$ cat src/rtl/layer_2_pkg.sv
// Shared constants and state encoding for the layer-2 activation stage.
// Later layers reuse these through import layer_2_pkg::*.
package layer_2_pkg;

    localparam int ACC_WIDTH = 17;
    localparam int OUT_WIDTH = 8;
    localparam int NUM_LANES = 5;
    localparam int LANE_W    = 3;

    typedef enum logic [1:0] {
        S_ACC   = 2'd0,
        S_PROC  = 2'd1,
        S_OUT   = 2'd2,
        S_CLEAR = 2'd3
    } state_e;

endpackage

$ cat src/rtl/relu_shift_sat.sv
// Bias add, ReLU, arithmetic right shift and positive saturation for one lane.
// Purely combinational; the caller registers the result.
module relu_shift_sat #(
    parameter int ACC_W  = 17,
    parameter int BIAS_W = 8,
    parameter int OUT_W  = 8,
    parameter int SHIFT  = 4
) (
    input  logic signed [ACC_W-1:0]  acc,
    input  logic signed [BIAS_W-1:0] bias,
    output logic signed [OUT_W-1:0]  result
);

    // One extra bit of headroom so the bias add can never wrap.
    localparam int SUM_W = ACC_W + 1;
    localparam logic signed [SUM_W-1:0] MAX_POS = SUM_W'((1 << (OUT_W - 1)) - 1);

    logic signed [SUM_W-1:0] sum_s;
    logic signed [SUM_W-1:0] shifted_s;

    // Sign-extend both operands, add, then clamp into the output range.
    always_comb begin
        sum_s     = {acc[ACC_W-1], acc} + {{(SUM_W - BIAS_W){bias[BIAS_W-1]}}, bias};
        shifted_s = sum_s >>> SHIFT;
        if (sum_s[SUM_W-1]) begin
            result = '0;
        end else if (shifted_s > MAX_POS) begin
            result = MAX_POS[OUT_W-1:0];
        end else begin
            result = shifted_s[OUT_W-1:0];
        end
    end

endmodule

$ cat src/rtl/layer_2_5_activate.sv
// Layer-2 activation stage: counts accumulate pulses, snapshots the five lanes,
// then streams bias+ReLU+shift+saturate results one lane at a time.
module layer_2_5_activate
    import layer_2_pkg::*;
#(
    parameter int BIAS_WIDTH = 8,
    parameter int NUM_INPUTS = 16,
    parameter int SHIFT      = 4
) (
    input  logic                              clk,
    input  logic                              reset,
    input  logic signed [ACC_WIDTH-1:0]       accumulate_1,
    input  logic signed [ACC_WIDTH-1:0]       accumulate_2,
    input  logic signed [ACC_WIDTH-1:0]       accumulate_3,
    input  logic signed [ACC_WIDTH-1:0]       accumulate_4,
    input  logic signed [ACC_WIDTH-1:0]       accumulate_5,
    input  logic                              accumulate_signal,
    input  logic [NUM_LANES*BIAS_WIDTH-1:0]   bias_in,
    output logic signed [OUT_WIDTH-1:0]       out_data,
    output logic                              out_valid,
    input  logic                              out_ready,
    output logic [LANE_W-1:0]                 out_index,
    output logic                              out_last,
    output logic                              acc_clear,
    output logic                              overrun
);

    localparam int CNT_W = (NUM_INPUTS > 1) ? $clog2(NUM_INPUTS) : 1;
    localparam logic [CNT_W-1:0]  CNT_LAST  = CNT_W'(NUM_INPUTS - 1);
    localparam logic [LANE_W-1:0] LAST_LANE = LANE_W'(NUM_LANES - 1);

    state_e                          state_q, state_d;
    logic [CNT_W-1:0]                count_q, count_d;
    logic [LANE_W-1:0]               lane_q, lane_d;
    logic signed [ACC_WIDTH-1:0]     acc_q  [NUM_LANES];
    logic signed [ACC_WIDTH-1:0]     acc_d  [NUM_LANES];
    logic signed [BIAS_WIDTH-1:0]    bias_q [NUM_LANES];
    logic signed [BIAS_WIDTH-1:0]    bias_d [NUM_LANES];
    logic signed [OUT_WIDTH-1:0]     out_data_q, out_data_d;
    logic                            out_valid_q, out_valid_d;
    logic [LANE_W-1:0]               out_index_q, out_index_d;
    logic                            out_last_q, out_last_d;
    logic                            acc_clear_q, acc_clear_d;
    logic                            overrun_q, overrun_d;

    logic signed [ACC_WIDTH-1:0]     acc_in_s [NUM_LANES];
    logic signed [ACC_WIDTH-1:0]     acc_sel_s;
    logic signed [BIAS_WIDTH-1:0]    bias_sel_s;
    logic signed [OUT_WIDTH-1:0]     act_s;

    assign acc_in_s[0] = accumulate_1;
    assign acc_in_s[1] = accumulate_2;
    assign acc_in_s[2] = accumulate_3;
    assign acc_in_s[3] = accumulate_4;
    assign acc_in_s[4] = accumulate_5;

    // Pick the snapshot for the lane currently being processed.
    always_comb begin
        case (lane_q)
            3'd0:    begin acc_sel_s = acc_q[0]; bias_sel_s = bias_q[0]; end
            3'd1:    begin acc_sel_s = acc_q[1]; bias_sel_s = bias_q[1]; end
            3'd2:    begin acc_sel_s = acc_q[2]; bias_sel_s = bias_q[2]; end
            3'd3:    begin acc_sel_s = acc_q[3]; bias_sel_s = bias_q[3]; end
            3'd4:    begin acc_sel_s = acc_q[4]; bias_sel_s = bias_q[4]; end
            default: begin acc_sel_s = '0;       bias_sel_s = '0;        end
        endcase
    end

    relu_shift_sat #(
        .ACC_W  (ACC_WIDTH),
        .BIAS_W (BIAS_WIDTH),
        .OUT_W  (OUT_WIDTH),
        .SHIFT  (SHIFT)
    ) u_relu_shift_sat (
        .acc    (acc_sel_s),
        .bias   (bias_sel_s),
        .result (act_s)
    );

    // Next-state and next-output logic for the pulse-count / stream FSM.
    always_comb begin
        state_d     = state_q;
        count_d     = count_q;
        lane_d      = lane_q;
        acc_d       = acc_q;
        bias_d      = bias_q;
        out_data_d  = out_data_q;
        out_valid_d = out_valid_q;
        out_index_d = out_index_q;
        out_last_d  = out_last_q;
        acc_clear_d = 1'b0;
        // Pulses outside S_ACC belong to no group; flag them and never count them.
        overrun_d   = overrun_q | (accumulate_signal & (state_q != S_ACC));

        case (state_q)
            S_ACC: begin
                if (accumulate_signal) begin
                    if (count_q == CNT_LAST) begin
                        count_d = '0;
                        lane_d  = '0;
                        state_d = S_PROC;
                        for (int i = 0; i < NUM_LANES; i++) begin
                            acc_d[i]  = acc_in_s[i];
                            bias_d[i] = bias_in[i*BIAS_WIDTH +: BIAS_WIDTH];
                        end
                    end else begin
                        count_d = count_q + 1'b1;
                    end
                end else begin
                    count_d = count_q;
                end
            end
            S_PROC: begin
                out_data_d  = act_s;
                out_index_d = lane_q;
                out_last_d  = (lane_q == LAST_LANE);
                out_valid_d = 1'b1;
                state_d     = S_OUT;
            end
            S_OUT: begin
                if (out_valid_q && out_ready) begin
                    out_valid_d = 1'b0;
                    if (lane_q == LAST_LANE) begin
                        state_d     = S_CLEAR;
                        acc_clear_d = 1'b1;
                    end else begin
                        lane_d  = lane_q + 1'b1;
                        state_d = S_PROC;
                    end
                end else begin
                    state_d = S_OUT;
                end
            end
            S_CLEAR: begin
                state_d = S_ACC;
            end
            default: begin
                state_d     = S_ACC;
                out_valid_d = 1'b0;
            end
        endcase
    end

    // State and output registers.
    always_ff @(posedge clk or posedge reset) begin
        if (reset) begin
            state_q     <= S_ACC;
            count_q     <= '0;
            lane_q      <= '0;
            out_data_q  <= '0;
            out_valid_q <= 1'b0;
            out_index_q <= '0;
            out_last_q  <= 1'b0;
            acc_clear_q <= 1'b0;
            overrun_q   <= 1'b0;
            for (int i = 0; i < NUM_LANES; i++) begin
                acc_q[i]  <= '0;
                bias_q[i] <= '0;
            end
        end else begin
            state_q     <= state_d;
            count_q     <= count_d;
            lane_q      <= lane_d;
            out_data_q  <= out_data_d;
            out_valid_q <= out_valid_d;
            out_index_q <= out_index_d;
            out_last_q  <= out_last_d;
            acc_clear_q <= acc_clear_d;
            overrun_q   <= overrun_d;
            acc_q       <= acc_d;
            bias_q      <= bias_d;
        end
    end

    assign out_data  = out_data_q;
    assign out_valid = out_valid_q;
    assign out_index = out_index_q;
    assign out_last  = out_last_q;
    assign acc_clear = acc_clear_q;
    assign overrun   = overrun_q;

endmodule

$ cat config.mk
export PLATFORM = sky130hd
export DESIGN_NAME = layer_2_5_activate
export DESIGN_NICKNAME = d
export VERILOG_FILES = /design/src/rtl/layer_2_pkg.sv /design/src/rtl/relu_shift_sat.sv /design/src/rtl/layer_2_5_activate.sv
export SDC_FILE = /design/constraint.sdc
export NUM_CORES = 1
export LEC_CHECK = 0
export ABC_AREA = 1
export CORE_UTILIZATION = 25
export DETAILED_ROUTE_END_ITERATION = 6
export PLACE_DENSITY = 0.51
export SETUP_SLACK_MARGIN = 0.02
export SYNTH_ARGS = -nofsm -noshare
export SYNTH_HDL_FRONTEND = slang
export SYNTH_SLANG_ARGS = --single-unit
$ cat constraint.sdc
create_clock -name clk -period 8.9 [get_ports clk]
set_input_delay 2.67 -clock clk [delete_from_list [all_inputs] [get_ports clk]]
set_output_delay 2.67 -clock clk [all_outputs]
set_load 0.02 [all_outputs]
==> run summary <==
Vias in the first global route = 6519
Predominant post-synthesis flop cell = dfrtp_1
Total track usage = 15.1%
Post-DP HPWL = 16300 um
Register area share after synthesis = 49.4%
Tmin final = 4960 ps
Leak pwr = 0.00478 uW
Hold Path Class = reg2reg
Ratio of cells with drive above 1 in the final layout = 8.52%
Port buffer count = 143
Starting DRT DRC Count = 475
Worst-path fanout max = 103
R2r endpoint = out_data[3]
Initial antenna violation count = 0
Synth Area per Inst = 7.97 um^2
First-pass GRT wire length = 35700 um
Worst reg-to-reg path cell count = 21
CTS tree = done
Clk sinks = 149
WL/cell = 15.1 um
Die outline area = 0.0309 mm^2
Vias per inst = 4.35
Total placed cells including tap cells = 1450
Unique masters post-synth = 40
Fillers = 3186
Final #Nets = 1230
Syn_nets = 1098
Synthesized cell area = 0.00755 mm^2
First-pass DRT Iterations = 4
Routed wire length = 22400 um
Period utilization = 55.8%
Most frequent CP cell = buf_4
Power density cells = 420 mW/mm^2
Starting Density = 25.5%
Cell Rows = 63
Clock Latency Late Sink = 430 ps
Post-CTS setup buffers = 0
Synth-to-layout area growth = 32.6%
Number of enable flip-flop cells after synthesis = 0
Slew headroom = 39.9%
Ports = 144
WP data arrival = 5260 ps
Synth Warn # = 0
RSZ-0062 raised after global routing = no
Largest net degree at the start of global routing = 104
Status = completed
Gpl congestion = 0.844
Post-Layout Cell Count = 1482
CP max stage cell = inv_4
Ys async rst share = 100%
N_diodes = 0
CP Data Required Time = 9190 ps
Reg2reg setup slack = 4480 ps
ANT nets after route = 0
Worst hold slack = 479 ps
Crit Path Category = in2reg
Post_cts resized = 0
Post-Syn Instances = 947
Power Total = 4210 uW
Num CTS Buffers = 17
H-tree levels = 4
Worst Setup EP = acc_q[6]
Setup ws final = 3940 ps
Fmax = 202 MHz
Maximum buffer depth of the clock tree = 2
#FFs+latches synth = 149
Total number of vias = 6452
RR Startpoint = lane_q[0]
Setup violators final = 0
Cells along the critical path = clkdlybuf4s50_1, nand2_1, inv_2, nand2_2, buf_4, inv_4, buf_4, o21ai_0
Pre-CTS WS = 3500 ps
Worst Skew = 11.1 ps
Max Cap Viol = 0
GRT overflow = 0
Die Width = 176 um
Die height = 176 um
Setup_tns = 0 ps
Crit. End Element = flop
CTS Hold Bufs = 0
Delay of the slowest critical-path stage = 740 ps
Peak VDD IR = 0.225 mV
Critical Path Start Type = input port
Worst Tran Pin Value = 902 ps
Post-route DRC = 0
Slew Viols, Final = 0
Fin. Hold Viols = 0
Root buffer cell = clkbuf_16
Clk slew on worst S/H paths = 70 ps
Worst setup path startpoint = accumulate_signal
Core area = 0.0296 mm^2
## state kept, by name, indices dropped and copies added (netlist names)
signal,flops
acc_q,85
count_q,4
out_index,3
out_last,1
out_valid,1
overrun,1
bias_q,40
out_data,8
lane_q,3
acc_clear,1
state_q,2
## how the worst min path moves through the flow
stage | slack [ps] | to | cells after the start | from
floorplan | 450 | bias_q[0] | 2 | bias_q[0]
global placement | 460 | bias_q[24] | 2 | bias_q[24]
detailed placement | 460 | bias_q[31] | 2 | bias_q[31]
CTS | 480 | bias_q[31] | 2 | bias_q[31]
global route | 490 | out_data[5] | 2 | out_data[5]
finish | 480 | acc_q[36] | 2 | acc_q[36]
## cells in the final DEF, fill, tap and decap left out, types with 12 or more instances in the layout
| cell type | Yosys | final |
|---|---|---|
| nand2_1 | 338 | 337 |
| dfrtp_1 | 149 | 149 |
| clkdlybuf4s50_1 | 0 | 143 |
| inv_1 | 105 | 104 |
| o21ai_0 | 63 | 63 |
| o21ai_1 | 29 | 29 |
| nor2_1 | 28 | 28 |
| nand3_1 | 24 | 24 |
| a21oi_1 | 24 | 24 |
| ha_1 | 22 | 22 |
| o22ai_1 | 19 | 19 |
| nand2_2 | 17 | 18 |
| clkbuf_16 | 0 | 17 |
| a221oi_1 | 14 | 14 |
| inv_2 | 13 | 12 |
## cells in the mapped netlist (2+ instances only)
| library cell | instances | area share [%] |
|---|---|---|
| a221oi_1 | 14 | 1.6 |
| o21bai_1 | 3 | 0.30 |
| xnor2_1 | 7 | 0.81 |
| ha_1 | 22 | 3.6 |
| o221ai_1 | 9 | 1.0 |
| nor4_1 | 4 | 0.33 |
| o21ai_1 | 29 | 1.9 |
| a21oi_1 | 24 | 1.6 |
| inv_1 | 105 | 5.2 |
| nor2_4 | 3 | 0.45 |
| nand2_2 | 17 | 1.4 |
| nand3_1 | 24 | 1.6 |
| inv_2 | 13 | 0.65 |
| nor2_1 | 28 | 1.4 |
| o22ai_1 | 19 | 1.6 |
| a21o_1 | 2 | 0.20 |
| nand3b_1 | 2 | 0.20 |
| nand3_2 | 3 | 0.40 |
| nand4_1 | 2 | 0.17 |
| nor3_1 | 6 | 0.40 |
| buf_1 | 3 | 0.15 |
| nand2_1 | 338 | 17 |
| clkbuf_1 | 33 | 1.6 |
| o211ai_1 | 2 | 0.20 |
| nand2_4 | 5 | 0.75 |
| o21ai_0 | 63 | 4.2 |
| dfrtp_1 | 149 | 49 |
| nor2_2 | 6 | 0.50 |
## power by group
part           internal, uW  leakage (uW)  switching (uW)
registers               976       0.00181             126
clock network           462      0.000304             312
logic                   842       0.00266            1490
total                  2280       0.00478            1930
## stage by stage
| step | area, um^2 | utilization [%] |
|---|---|---|
| 2_1_floorplan | 7550 | - |
| 3_3_place_gp | 9390 | 31.7 |
| 3_5_place_dp | 9390 | 31.7 |
| 4_1_cts | 10000 | 33.8 |
| 5_1_grt | 10000 | 33.8 |
| 6_report | 10000 | 33.8 |
## critical path, delay by kind of cell
kind	cells	cell delay, ps
buffers and inverters	5	2200
AND/OR/NAND/NOR	2	140
AO/OA/AOI/OAI	1	140
## cells by family (layout without fill, tap and decap cells)
| logic type | after synthesis | after routing | synth area share, % |
|---|---|---|---|
| flops | 149 | 149 | 49.4 |
| compound gates | 170 | 170 | 13.2 |
| xor+xnor | 8 | 8 | 0.928 |
| fa+ha+maj | 22 | 22 | 3.65 |
| buf+inv | 158 | 303 | 8.00 |
| simple gates | 440 | 440 | 24.8 |
## area by class of cell
class                      instances  area (um^2)  share of cell area [%]
clock buffer                      20          457                    4.56
clock inverter                    12          166                    1.66
tap                              390          488                    4.88
inverter                         121          465                    4.65
multi-input combinational        640         3220                    32.2
timing repair buffer             150         1480                    14.8
sequential                       149         3730                    37.3
## per-layer routing
layer / vias to the layer above / routed length, um / GRT usage, %
met5: - / 0 / 0
met4: 0 / 222 / 3.66
met3: 15 / 832 / 2.94
met2: 138 / 10000 / 23.2
met1: 2995 / 11300 / 21.6
li1: 3304 / - / -
Power figures use the tool's default switching activity.
